$ cat src/rtl/cpu_ibus_if.sv
// Instruction bus between the fetch unit (master) and the 2-stage I$ (slave).
interface cpu_ibus_if;
  logic        read;
  logic [31:0] address;
  logic        flush_1;
  logic        flush_2;
  logic        stall;
  logic        valid;
  logic [63:0] rddata;

  modport master (
    output read, address, flush_1, flush_2,
    input  stall, valid, rddata
  );
  modport slave (
    input  read, address, flush_1, flush_2,
    output stall, valid, rddata
  );
endinterface

$ cat src/rtl/instr_fetch_unit.sv
// Fetch front end: issues 8-byte I$ reads, unpacks 64-bit lines into an instruction FIFO.
// Optional IFU_ADDR_ERR_EN: misaligned redirect targets enqueue one address-error marker.
module instr_fetch_unit #(
  parameter logic [31:0] RESET_PC   = 32'hBFC00000,
  parameter int unsigned FIFO_DEPTH = 8
) (
  input  logic        clk,
  input  logic        rst,
  cpu_ibus_if.master  ibus,
  input  logic        redirect_valid,
  input  logic [31:0] redirect_pc,
  output logic        instr_valid,
  output logic [31:0] instr,
  output logic [31:0] instr_pc,
  output logic        instr_addr_err,
  input  logic        instr_ready
);
  localparam int unsigned AW = $clog2(FIFO_DEPTH);
  localparam int unsigned PW = AW + 1;

  logic [31:0]   r_pc;
  logic [1:0]    r_inflight;
  logic          r_tag_wr;
  logic          r_tag_rd;
  logic [31:0]   r_tag_pc [2];
  logic [PW-1:0] r_wptr;
  logic [PW-1:0] r_rptr;
  logic          r_err_lock;
  logic [31:0]   r_fifo_instr [FIFO_DEPTH];
  logic [31:0]   r_fifo_pc    [FIFO_DEPTH];

  logic [PW-1:0] w_count;
  logic [31:0]   w_free;
  logic [31:0]   w_need;
  logic          w_credit;
  logic          w_accept;
  logic          w_resp;
  logic          w_pop;
  logic          w_misaligned;
  logic [31:0]   w_resp_pc;
  logic [AW-1:0] w_rd_idx;
  logic          w_wr0_en;
  logic          w_wr1_en;
  logic [AW-1:0] w_wr0_idx;
  logic [AW-1:0] w_wr1_idx;
  logic [31:0]   w_wr0_instr;
  logic [31:0]   w_wr0_pc;
  logic          w_wr0_err;
  logic [1:0]    w_push_n;

`ifdef IFU_ADDR_ERR_EN
  logic r_fifo_err [FIFO_DEPTH];
  assign w_misaligned   = (redirect_pc[1:0] != 2'b00);
  assign instr_addr_err = instr_valid & r_fifo_err[w_rd_idx];
`else
  assign w_misaligned   = 1'b0;
  assign instr_addr_err = 1'b0;
`endif

  // Reserve room for every outstanding line so a response always fits.
  assign w_count  = r_wptr - r_rptr;
  assign w_free   = FIFO_DEPTH - 32'(w_count);
  assign w_need   = {29'd0, r_inflight, 1'b0} + 32'd2;
  assign w_credit = (r_inflight < 2'd2) && (w_free >= w_need);

  assign ibus.read    = !rst && !redirect_valid && !r_err_lock && w_credit;
  assign ibus.address = {r_pc[31:3], 3'b000};
  assign ibus.flush_1 = redirect_valid;
  assign ibus.flush_2 = redirect_valid;

  assign w_accept  = ibus.read && !ibus.stall;
  assign w_resp    = ibus.valid && !ibus.stall && !redirect_valid && (r_inflight != 2'd0);
  assign w_resp_pc = r_tag_pc[r_tag_rd];

  assign w_rd_idx    = r_rptr[AW-1:0];
  assign instr_valid = (r_wptr != r_rptr);
  assign instr       = instr_valid ? r_fifo_instr[w_rd_idx] : '0;
  assign instr_pc    = instr_valid ? r_fifo_pc[w_rd_idx] : '0;
  assign w_pop       = instr_valid && instr_ready && !redirect_valid;

  always_comb begin
    w_wr0_en    = 1'b0;
    w_wr1_en    = 1'b0;
    w_wr0_idx   = r_wptr[AW-1:0];
    w_wr1_idx   = r_wptr[AW-1:0] + AW'(1);
    w_wr0_instr = ibus.rddata[31:0];
    w_wr0_pc    = w_resp_pc;
    w_wr0_err   = 1'b0;
    w_push_n    = 2'd0;
    if (redirect_valid) begin
      if (w_misaligned) begin
        w_wr0_en    = 1'b1;
        w_wr0_idx   = '0;
        w_wr0_instr = '0;
        w_wr0_pc    = redirect_pc;
        w_wr0_err   = 1'b1;
      end
    end else if (w_resp) begin
      w_wr0_en = 1'b1;
      // Odd-word fetch target: only the upper half of the line is wanted.
      if (w_resp_pc[2]) begin
        w_wr0_instr = ibus.rddata[63:32];
        w_push_n    = 2'd1;
      end else begin
        w_wr1_en = 1'b1;
        w_push_n = 2'd2;
      end
    end
  end

  always_ff @(posedge clk or posedge rst) begin
    if (rst) begin
      r_pc       <= RESET_PC;
      r_inflight <= 2'd0;
      r_tag_wr   <= 1'b0;
      r_tag_rd   <= 1'b0;
      r_wptr     <= '0;
      r_rptr     <= '0;
      r_err_lock <= 1'b0;
    end else if (redirect_valid) begin
      r_pc       <= {redirect_pc[31:2], 2'b00};
      r_inflight <= 2'd0;
      r_tag_wr   <= 1'b0;
      r_tag_rd   <= 1'b0;
      r_rptr     <= '0;
      r_wptr     <= w_misaligned ? PW'(1) : '0;
      r_err_lock <= w_misaligned;
    end else begin
      if (w_accept) begin
        r_pc     <= {r_pc[31:3], 3'b000} + 32'd8;
        r_tag_wr <= ~r_tag_wr;
      end
      if (w_resp) r_tag_rd <= ~r_tag_rd;
      r_inflight <= r_inflight + 2'(w_accept) - 2'(w_resp);
      r_wptr     <= r_wptr + PW'(w_push_n);
      if (w_pop) r_rptr <= r_rptr + PW'(1);
    end
  end

  always_ff @(posedge clk) begin
    if (w_accept) r_tag_pc[r_tag_wr] <= r_pc;
    if (w_wr0_en) begin
      r_fifo_instr[w_wr0_idx] <= w_wr0_instr;
      r_fifo_pc[w_wr0_idx]    <= w_wr0_pc;
    end
    if (w_wr1_en) begin
      r_fifo_instr[w_wr1_idx] <= ibus.rddata[63:32];
      r_fifo_pc[w_wr1_idx]    <= w_resp_pc + 32'd4;
    end
`ifdef IFU_ADDR_ERR_EN
    if (w_wr0_en) r_fifo_err[w_wr0_idx] <= w_wr0_err;
    if (w_wr1_en) r_fifo_err[w_wr1_idx] <= 1'b0;
`endif
  end

endmodule
$ cat src/flat_wrapper.sv
// flat-port wrapper written by rule: the top's interface ports become plain ports
module instr_fetch_unit_flat 
#(
  parameter logic [31:0] RESET_PC   = 32'hBFC00000,
  parameter int unsigned FIFO_DEPTH = 8
)
  (clk, rst, redirect_valid, redirect_pc, instr_valid, instr, instr_pc, instr_addr_err, instr_ready, ibus_read, ibus_address, ibus_flush_1, ibus_flush_2, ibus_stall, ibus_valid, ibus_rddata);
  cpu_ibus_if ibus_i ();
  input  logic clk;
  input  logic rst;
  input  logic redirect_valid;
  input  logic [31:0] redirect_pc;
  output logic instr_valid;
  output logic [31:0] instr;
  output logic [31:0] instr_pc;
  output logic instr_addr_err;
  input  logic instr_ready;
  output wire logic [$bits(ibus_i.read)-1:0] ibus_read;
  output wire logic [$bits(ibus_i.address)-1:0] ibus_address;
  output wire logic [$bits(ibus_i.flush_1)-1:0] ibus_flush_1;
  output wire logic [$bits(ibus_i.flush_2)-1:0] ibus_flush_2;
  input wire logic [$bits(ibus_i.stall)-1:0] ibus_stall;
  input wire logic [$bits(ibus_i.valid)-1:0] ibus_valid;
  input wire logic [$bits(ibus_i.rddata)-1:0] ibus_rddata;
  assign ibus_read = ibus_i.read;
  assign ibus_address = ibus_i.address;
  assign ibus_flush_1 = ibus_i.flush_1;
  assign ibus_flush_2 = ibus_i.flush_2;
  assign ibus_i.stall = ibus_stall;
  assign ibus_i.valid = ibus_valid;
  assign ibus_i.rddata = ibus_rddata;
  instr_fetch_unit #(.RESET_PC(RESET_PC), .FIFO_DEPTH(FIFO_DEPTH)) u_core (.clk(clk), .rst(rst), .ibus(ibus_i), .redirect_valid(redirect_valid), .redirect_pc(redirect_pc), .instr_valid(instr_valid), .instr(instr), .instr_pc(instr_pc), .instr_addr_err(instr_addr_err), .instr_ready(instr_ready));
endmodule
$ cat config.mk
export PLATFORM = sky130hd
export DESIGN_NAME = instr_fetch_unit_flat
export DESIGN_NICKNAME = d
export VERILOG_FILES = /design/src/rtl/cpu_ibus_if.sv /design/src/rtl/instr_fetch_unit.sv /design/src/flat_wrapper.sv
export SDC_FILE = /design/constraint.sdc
export NUM_CORES = 1
export LEC_CHECK = 0
export ABC_AREA = 1
export CAP_MARGIN = 20
export CORE_ASPECT_RATIO = 0.8
export CORE_MARGIN = 2
export CORE_UTILIZATION = 47
export DETAILED_ROUTE_END_ITERATION = 7
export PLACE_DENSITY_LB_ADDON = 0.08
export SYNTH_ARGS = -nofsm -noshare
export SYNTH_HDL_FRONTEND = slang
export SYNTH_SLANG_ARGS = --single-unit
$ cat constraint.sdc
create_clock -name clk -period 19 [get_ports clk]
set_input_delay 3.8 -clock clk [delete_from_list [all_inputs] [get_ports clk]]
set_output_delay 3.8 -clock clk [all_outputs]
set_load 0.05 [all_outputs]
==> out/metrics.yaml, run 1 <==
status:
  outcome: "completed"
final_layout:
  diodes: 0
  seqCellArea_sq_um: 17800
  multiInputGateArea_sq_um: 11100
  layout-drive-gt1-share_pct: 6.69
  fill_cells: 5804
  syn_to_final_growth_pct: 14.2
  final_core_util_pct: 54.1
  layout.nets: 3527
pwr:
  power_leakage_nw: 13.5
  pwr-share-clk_pct: 39.6
  combinationalPowerShare_pct: 11.8
  seqPwrFrac_pct: 48.6
  cellPowerDensity_nw_per_um2: 90.2
  power_switching_w: 0.000806
  vdd_ir_drop_max_uv: 63.4
  p_total_w: 0.00312
  p_int_w: 0.00231
  p_sw_share_pct: 25.8
routing:
  post_drt_wl_per_cell_microns: 21.2
  ant_nets: 0
  num_vias: 24413
  drtPass1Iterations: 5
  drt_first_iter_violations: 2426
  vias_per_cell: 5.67
  totalWireLength_mm: 91.2
  drc_errors: 0
critical_path:
  r2r_start: "u_core.r_rptr[1]"
  cp-end-kind: "output pin"
  crit_arrival_ns: 5.41
  cp_max_fo: 52
  crit_required_ns: 15.20
  rr_worst_depth: 16
  critPathKind: "in -> out"
  startpoint_type: "input pin"
  rrSetupSlack_ns: 14.40
  reg2reg_to: "u_core.r_pc[10]"
grt:
  grt_max_degree: 169
  overflow: 0
  track_usage_pct: 27.4
  antenna_found_initial: 1
  grt_pass1_wl_mm: 139
  grt_pass1_vias: 23625
sta:
  timing.final.hold_violations: 0
  max_freq_ghz: 0.109
  maxSlewHeadroom_pct: 25.3
  rsz0062_at_grt: "false"
  period_share_pct: 48.5
  period_needed_ns: 9.21
  worst_pin_slew_ns: 1.12
  finalMaxSlewViolations: 0
  finalSetupViolCount: 0
  fin_setup_tns_ns: 0
  skew_ns: 0.0170
logic_synthesis:
  netlist_area_sq_um: 30300
  synth-warning-count: 0
  yosysUniqueCellTypes: 42
  postSynthCellCount: 3349
  synth.avg_cell_area_sq_um: 9.04
  synth_seq_cells: 598
  yosysSeqAreaShare_pct: 58.7
floorplan:
  dieArea_sq_um: 66500
  core.rowCount: 83
  die_h_microns: 231
  initial_core_util_pct: 47.3
  core_area_sq_um: 64000
  die_w_microns: 288
  io_pins: 203
clocking:
  cts_max_path_buffers: 3
  cts_tree: "done"
  cts_inserted_buffers: 67
  clk_pin_slew_worst_paths_ns: 0.06
  cts_hold_buffers: 0
  cts_setup_buffers: 0
  numClockSinks: 598
  cts_resized: 0
  clock_latency_ns: 0.60
  cts_max_level: 3
  cts.root.buffer_cell: "clkbuf_16"
placed_design:
  hpwl_mm: 49.0
  portBuffers: 194
  place.gp.congestion: 0.825
worst_hold_path:
  hold_path.class: "reg -> reg"
  holdPathStages: 0
  holdPathEnd: "u_core.r_tag_pc[1][2]"
  hp-start: "u_core.r_pc[2]"
run:
  cap_viol_max_count: 0
[routing by layer]
metal	GRT usage, %	vias to the layer above	part of all wire, %
met2	45.4	952	47
met3	4.04	182	7.1
met5	0	-	0
met4	8.71	0	2.8
met1	37.2	11723	43
li1	-	11556	-
[critical path, stage by stage]
cell and delay [ns]:
buf_2 0.09, buf_4 0.28, nor3_1 0.30, nand2_1 0.09, inv_1 0.05, clkdlybuf4s50_1 0.79
[placed cells by master (no fill, tap or decap), types with 38 or more instances in the layout]
cell	n
nand2_1	973
edfxtp_1	556
o21ai_0	544
nor2_1	443
clkdlybuf4s50_1	193
o22ai_1	124
o21ai_1	99
inv_1	85
clkbuf_16	71
nand3_1	69
buf_4	38
[cell usage after synthesis (all sizes together)]
cell | number | area share (%)
nand2 | 994 | 13
o21ai | 680 | 12
edfxtp | 556 | 55
nor2 | 450 | 5.7
clkbuf | 158 | 2.0
o22ai | 124 | 2.6
inv | 96 | 1.2
buf | 93 | 2.0
nand3 | 75 | 1.4
dfrtp | 33 | 2.7
ha | 17 | 0.70
xor2 | 14 | 0.49
xnor2 | 10 | 0.29
dfstp | 9 | 0.78
nand3b | 9 | 0.22
a21oi | 7 | 0.12
o21bai | 5 | 0.12
or2 | 4 | 0.083
nand4 | 3 | 0.083
nor3 | 3 | 0.050
clkinv | 2 | 0.025
fa | 2 | 0.13
o41ai | 2 | 0.058
conb | 1 | 0.012
o21a | 1 | 0.029
o31ai | 1 | 0.025
[how the worst max path moves through the flow]
stage              startpoint                   endpoint
4_1_cts        redirect_valid                  ibus_read
5_1_grt        redirect_valid                  ibus_read
3_5_place_dp   redirect_valid                  ibus_read
2_1_floorplan      ibus_stall  u_core.r_fifo_instr[6][0]
6_report       redirect_valid                  ibus_read
3_3_place_gp   redirect_valid                  ibus_read
[layout make-up]
cell class,count,area share [%]
well taps,850,3.07
multi-input cells,2407,32.0
clock buffers,90,5.40
inverters,98,1.08
clock inverters,25,0.477
flip-flops and latches,598,51.4
repair buffers,234,6.56
[state kept, by name, summed over array words and instances, names as in the netlist]
name and count:
u_core.r_fifo_instr 256, u_core.r_fifo_pc 240, u_core.r_inflight 2, u_core.r_pc 30
u_core.r_rptr 4, u_core.r_tag_pc 60, u_core.r_tag_rd 1, u_core.r_tag_wr 1
u_core.r_wptr 4
[per-stage QoR]
step           area (sq um)  worst slack (ns)  instances  hold slack, ns
3_3_place_gp          32500              9.77       4186           0.464
3_5_place_dp          32500              9.78       4186           0.466
4_1_cts               34600              9.78       4301           0.471
6_report              34600              9.79       4302           0.475
5_1_grt               34600              9.68       4302           0.485
2_1_floorplan         30300              7.94       3354           0.443
[power groups by stage]
stage / Clock [W] / Combinational, W / Sequential, W
3_3_place_gp: 0 / 0.000359 / 0.00154
2_1_floorplan: 0 / 0.000271 / 0.00153
6_report: 0.00124 / 0.000369 / 0.00152
3_5_place_dp: 0 / 0.000367 / 0.00154
4_1_cts: 0.00125 / 0.000368 / 0.00152
5_1_grt: 0.00130 / 0.000410 / 0.00152
[logic make-up (layout without fill, tap and decap cells)]
kind of cell / count (synthesis) / count (layout) / synth area share (%)
AND/OR/NAND/NOR: 1538 / 1538 / 20.0
AO/OA/AOI/OAI: 820 / 820 / 14.5
flip-flops: 598 / 598 / 58.7
buffers and inverters: 349 / 447 / 5.20
XOR/XNOR: 24 / 24 / 0.781
adder cells (fa/ha/maj): 19 / 19 / 0.835
other: 1 / 6 / 0.0124
Note: power is estimated with default switching activity, not from simulation.
==> run 2: changes to the inputs <==
Clock period 19 ns to 8.9 ns, I/O delays scaled along.
==> run 2 against run 1 <==
First-iteration DRC count down 8.0%. Clock-buffer cell count fell by 5. Final area decreased by 0.27%. Routed wire length rose by 0.59%. Sequential cell count is the same. Sequential power rose by 110%. Via count barely moved. Global-route usage down 0.098 points. Final cell count about the same. Non-clock buffer count up 1. Total power increased by 110%. Register-to-register slack got worse by 10 ns. Critical endpoint is now instr_pc[20].
==> out/metrics.yaml, run 2 (same netlist as run 1, synthesis figures left out) <==
grt:
  grt_max_degree: 207  # was 169
  grt_pass1_wl_mm: 138  # was 139 mm
  grtUsageMet2_pct: 45.5  # was 45.4%
  track_usage_pct: 27.3  # was 27.4%
  grt_use_met1_pct: 37.9  # was 37.2%
  overflow: 0  # unchanged
  grt_pass1_vias: 23203  # was 23,625
  grtUsageMet3_pct: 2.86  # was 4.04%
  busiest_layer: "met2"  # unchanged
  antenna_found_initial: 0  # was 1
sta:
  finalSetupViolCount: 0  # unchanged
  timing.final.hold_violations: 0  # unchanged
  period_share_pct: 77.9
  max_freq_ghz: 0.144
  worst_pin_slew_ns: 1.12  # about the same
  maxSlewHeadroom_pct: 25.1  # was 25.3%
  holdWs_ns: 0.488  # was 0.475 ns
  period_needed_ns: 6.93
  rsz0062_at_grt: "false"  # unchanged
  finalMaxSlewViolations: 0  # unchanged
  skew_ns: 0.0376  # was 0.0170 ns
clocking:
  cts_max_level: 2  # was 3
  cts_inserted_buffers: 61  # was 67
  cts_setup_buffers: 0  # unchanged
  cts_tree: "done"  # unchanged
  numClockSinks: 598  # unchanged
  cts.root.buffer_cell: "clkbuf_16"  # unchanged
  clock_latency_ns: 0.64  # was 0.60 ns
  cts_hold_buffers: 0  # unchanged
  clk_pin_slew_worst_paths_ns: 0.06  # about the same
  cts_max_path_buffers: 3  # unchanged
  cts_resized: 0  # unchanged
critical_path:
  crit_required_ns: 7.12  # was 15.20 ns
  cp_max_fo: 17  # was 52
  critPathKind: "reg -> out"  # was in -> out
  crit_arrival_ns: 5.15  # was 5.41 ns
  startpoint_type: "flop"  # was input pin
  cp-end-kind: "output pin"  # unchanged
placed_design:
  place_area_sq_um: 32500  # unchanged
  portBuffers: 194  # unchanged
  hpwl_mm: 49.7  # was 49.0 mm
  place.gp.congestion: 0.842  # was 0.825
  placed_cells: 4186  # unchanged
final_layout:
  top_register: "u_core.r_fifo_instr"  # unchanged
  layout-drive-gt1-share_pct: 6.55  # was 6.69%
  multiInputGateArea_sq_um: 11100  # unchanged
  layout_commonest_cell: "nand2_1"  # unchanged
  postLayoutCellArea_sq_um: 34500  # was 34,600 sq um
  largest_reg_flops: 256  # unchanged
  fill_cells: 5858  # was 5,804
  layout.nets: 3522  # was 3,527
  reg_top3: "u_core.r_fifo_instr (256), u_core.r_fifo_pc (240), u_core.r_tag_pc (60)"  # unchanged
  most-common-layout-cells: "nand2_1 (973), edfxtp_1 (556), o21ai_0 (544)"  # unchanged
  diodes: 0  # unchanged
  seqCellArea_sq_um: 17800  # unchanged
  final_cells: 4303  # was 4,302
  final_core_util_pct: 53.9  # was 54.1%
  syn_to_final_growth_pct: 13.9  # was 14.2%
routing:
  drtPass1Iterations: 6  # was 5
  totalWireLength_mm: 91.7  # was 91.2 mm
  num_vias: 24435  # was 24,413
  post_drt_wl_per_cell_microns: 21.3  # was 21.2 microns
  drc_errors: 0  # unchanged
  drt_first_iter_violations: 2233  # was 2,426
  vias_per_cell: 5.68  # was 5.67
  ant_nets: 0  # unchanged
floorplan:
  dieArea_sq_um: 66500  # unchanged
  die_h_microns: 231  # unchanged
  io_pins: 203  # unchanged
  die_w_microns: 288  # unchanged
  core.rowCount: 83  # unchanged
  initial_core_util_pct: 47.3  # unchanged
  core_area_sq_um: 64000  # unchanged
pwr:
  p_total_w: 0.00654  # was 0.00312 W
  cellPowerDensity_nw_per_um2: 190  # was 90.2 nW/um^2
  power_leakage_nw: 13.5  # about the same
  vdd_ir_drop_max_uv: 177  # was 63.4 uV
worst_hold_path:
  hold_path.class: "reg -> reg"  # unchanged
run:
  cap_viol_max_count: 0  # unchanged
status:
  outcome: "completed"  # unchanged
-- run 2: cell count changes in the layout (fill, tap and decap cells not counted), sizes merged --
cell,change
clkinv,+3
clkinvlp,+1
buf,+1
bufinv,+1
clkbuf,-5
-- run 2: area by class of cell --
| class | instances | area share (%) |
|---|---|---|
| multi-input cells | 2407 | 32.1 |
| inverters | 98 | 1.08 |
| clock buffers | 85 | 4.95 |
| repair buffers | 235 | 6.64 |
| flip-flops and latches | 598 | 51.5 |
| well taps | 850 | 3.08 |
| clock inverters | 30 | 0.609 |
-- run 2: path summary, 6_finish.rpt --
kind,start,to,slack [ns],depth (start not counted)
worst max-delay path,u_core.r_wptr[0],instr_pc[20],1.97,7
worst min-delay path,u_core.r_pc[2],u_core.r_tag_pc[0][2],0.49,0
worst max register to register,u_core.r_tag_rd,u_core.r_fifo_pc[2][15],4.08,9
worst min register to register,u_core.r_pc[2],u_core.r_tag_pc[0][2],0.49,0
max in group asynchronous,rst,u_core.r_rptr[1],6.80,3
min in group asynchronous,rst,u_core.r_inflight[1],1.64,3
-- run 2: critical path, stage by stage (launching register included) --
cell and delay (ns):
dfrtp_1 0.76, inv_1 0.53, ha_1 0.48, nand4_1 0.77, buf_4 0.44, o21ai_0 0.14, nor2_1 0.44, clkdlybuf4s50_1 0.92
-- run 2: per-layer routing --
metal | vias up | wire (microns)
met1 | 11772 | 38900
met5 | - | 0
met4 | 0 | 2230
met2 | 961 | 43800
li1 | 11555 | -
met3 | 147 | 6830
-- run 2: report_power, final --
group	internal, W	switching (W)	leakage, nW
Clock	0.00142	0.00110	0.937
Sequential	0.00316	0.0000759	5.53
Combinational	0.000258	0.000534	7.00
-- run 2: stage by stage --
step | setup slack [ns] | setup TNS (ns)
5_1_grt | 1.90 | 0
6_report | 1.97 | 0
3_3_place_gp | 1.91 | 0
3_5_place_dp | 1.80 | 0
4_1_cts | 2.03 | 0
2_1_floorplan | -0.138 | -17.10
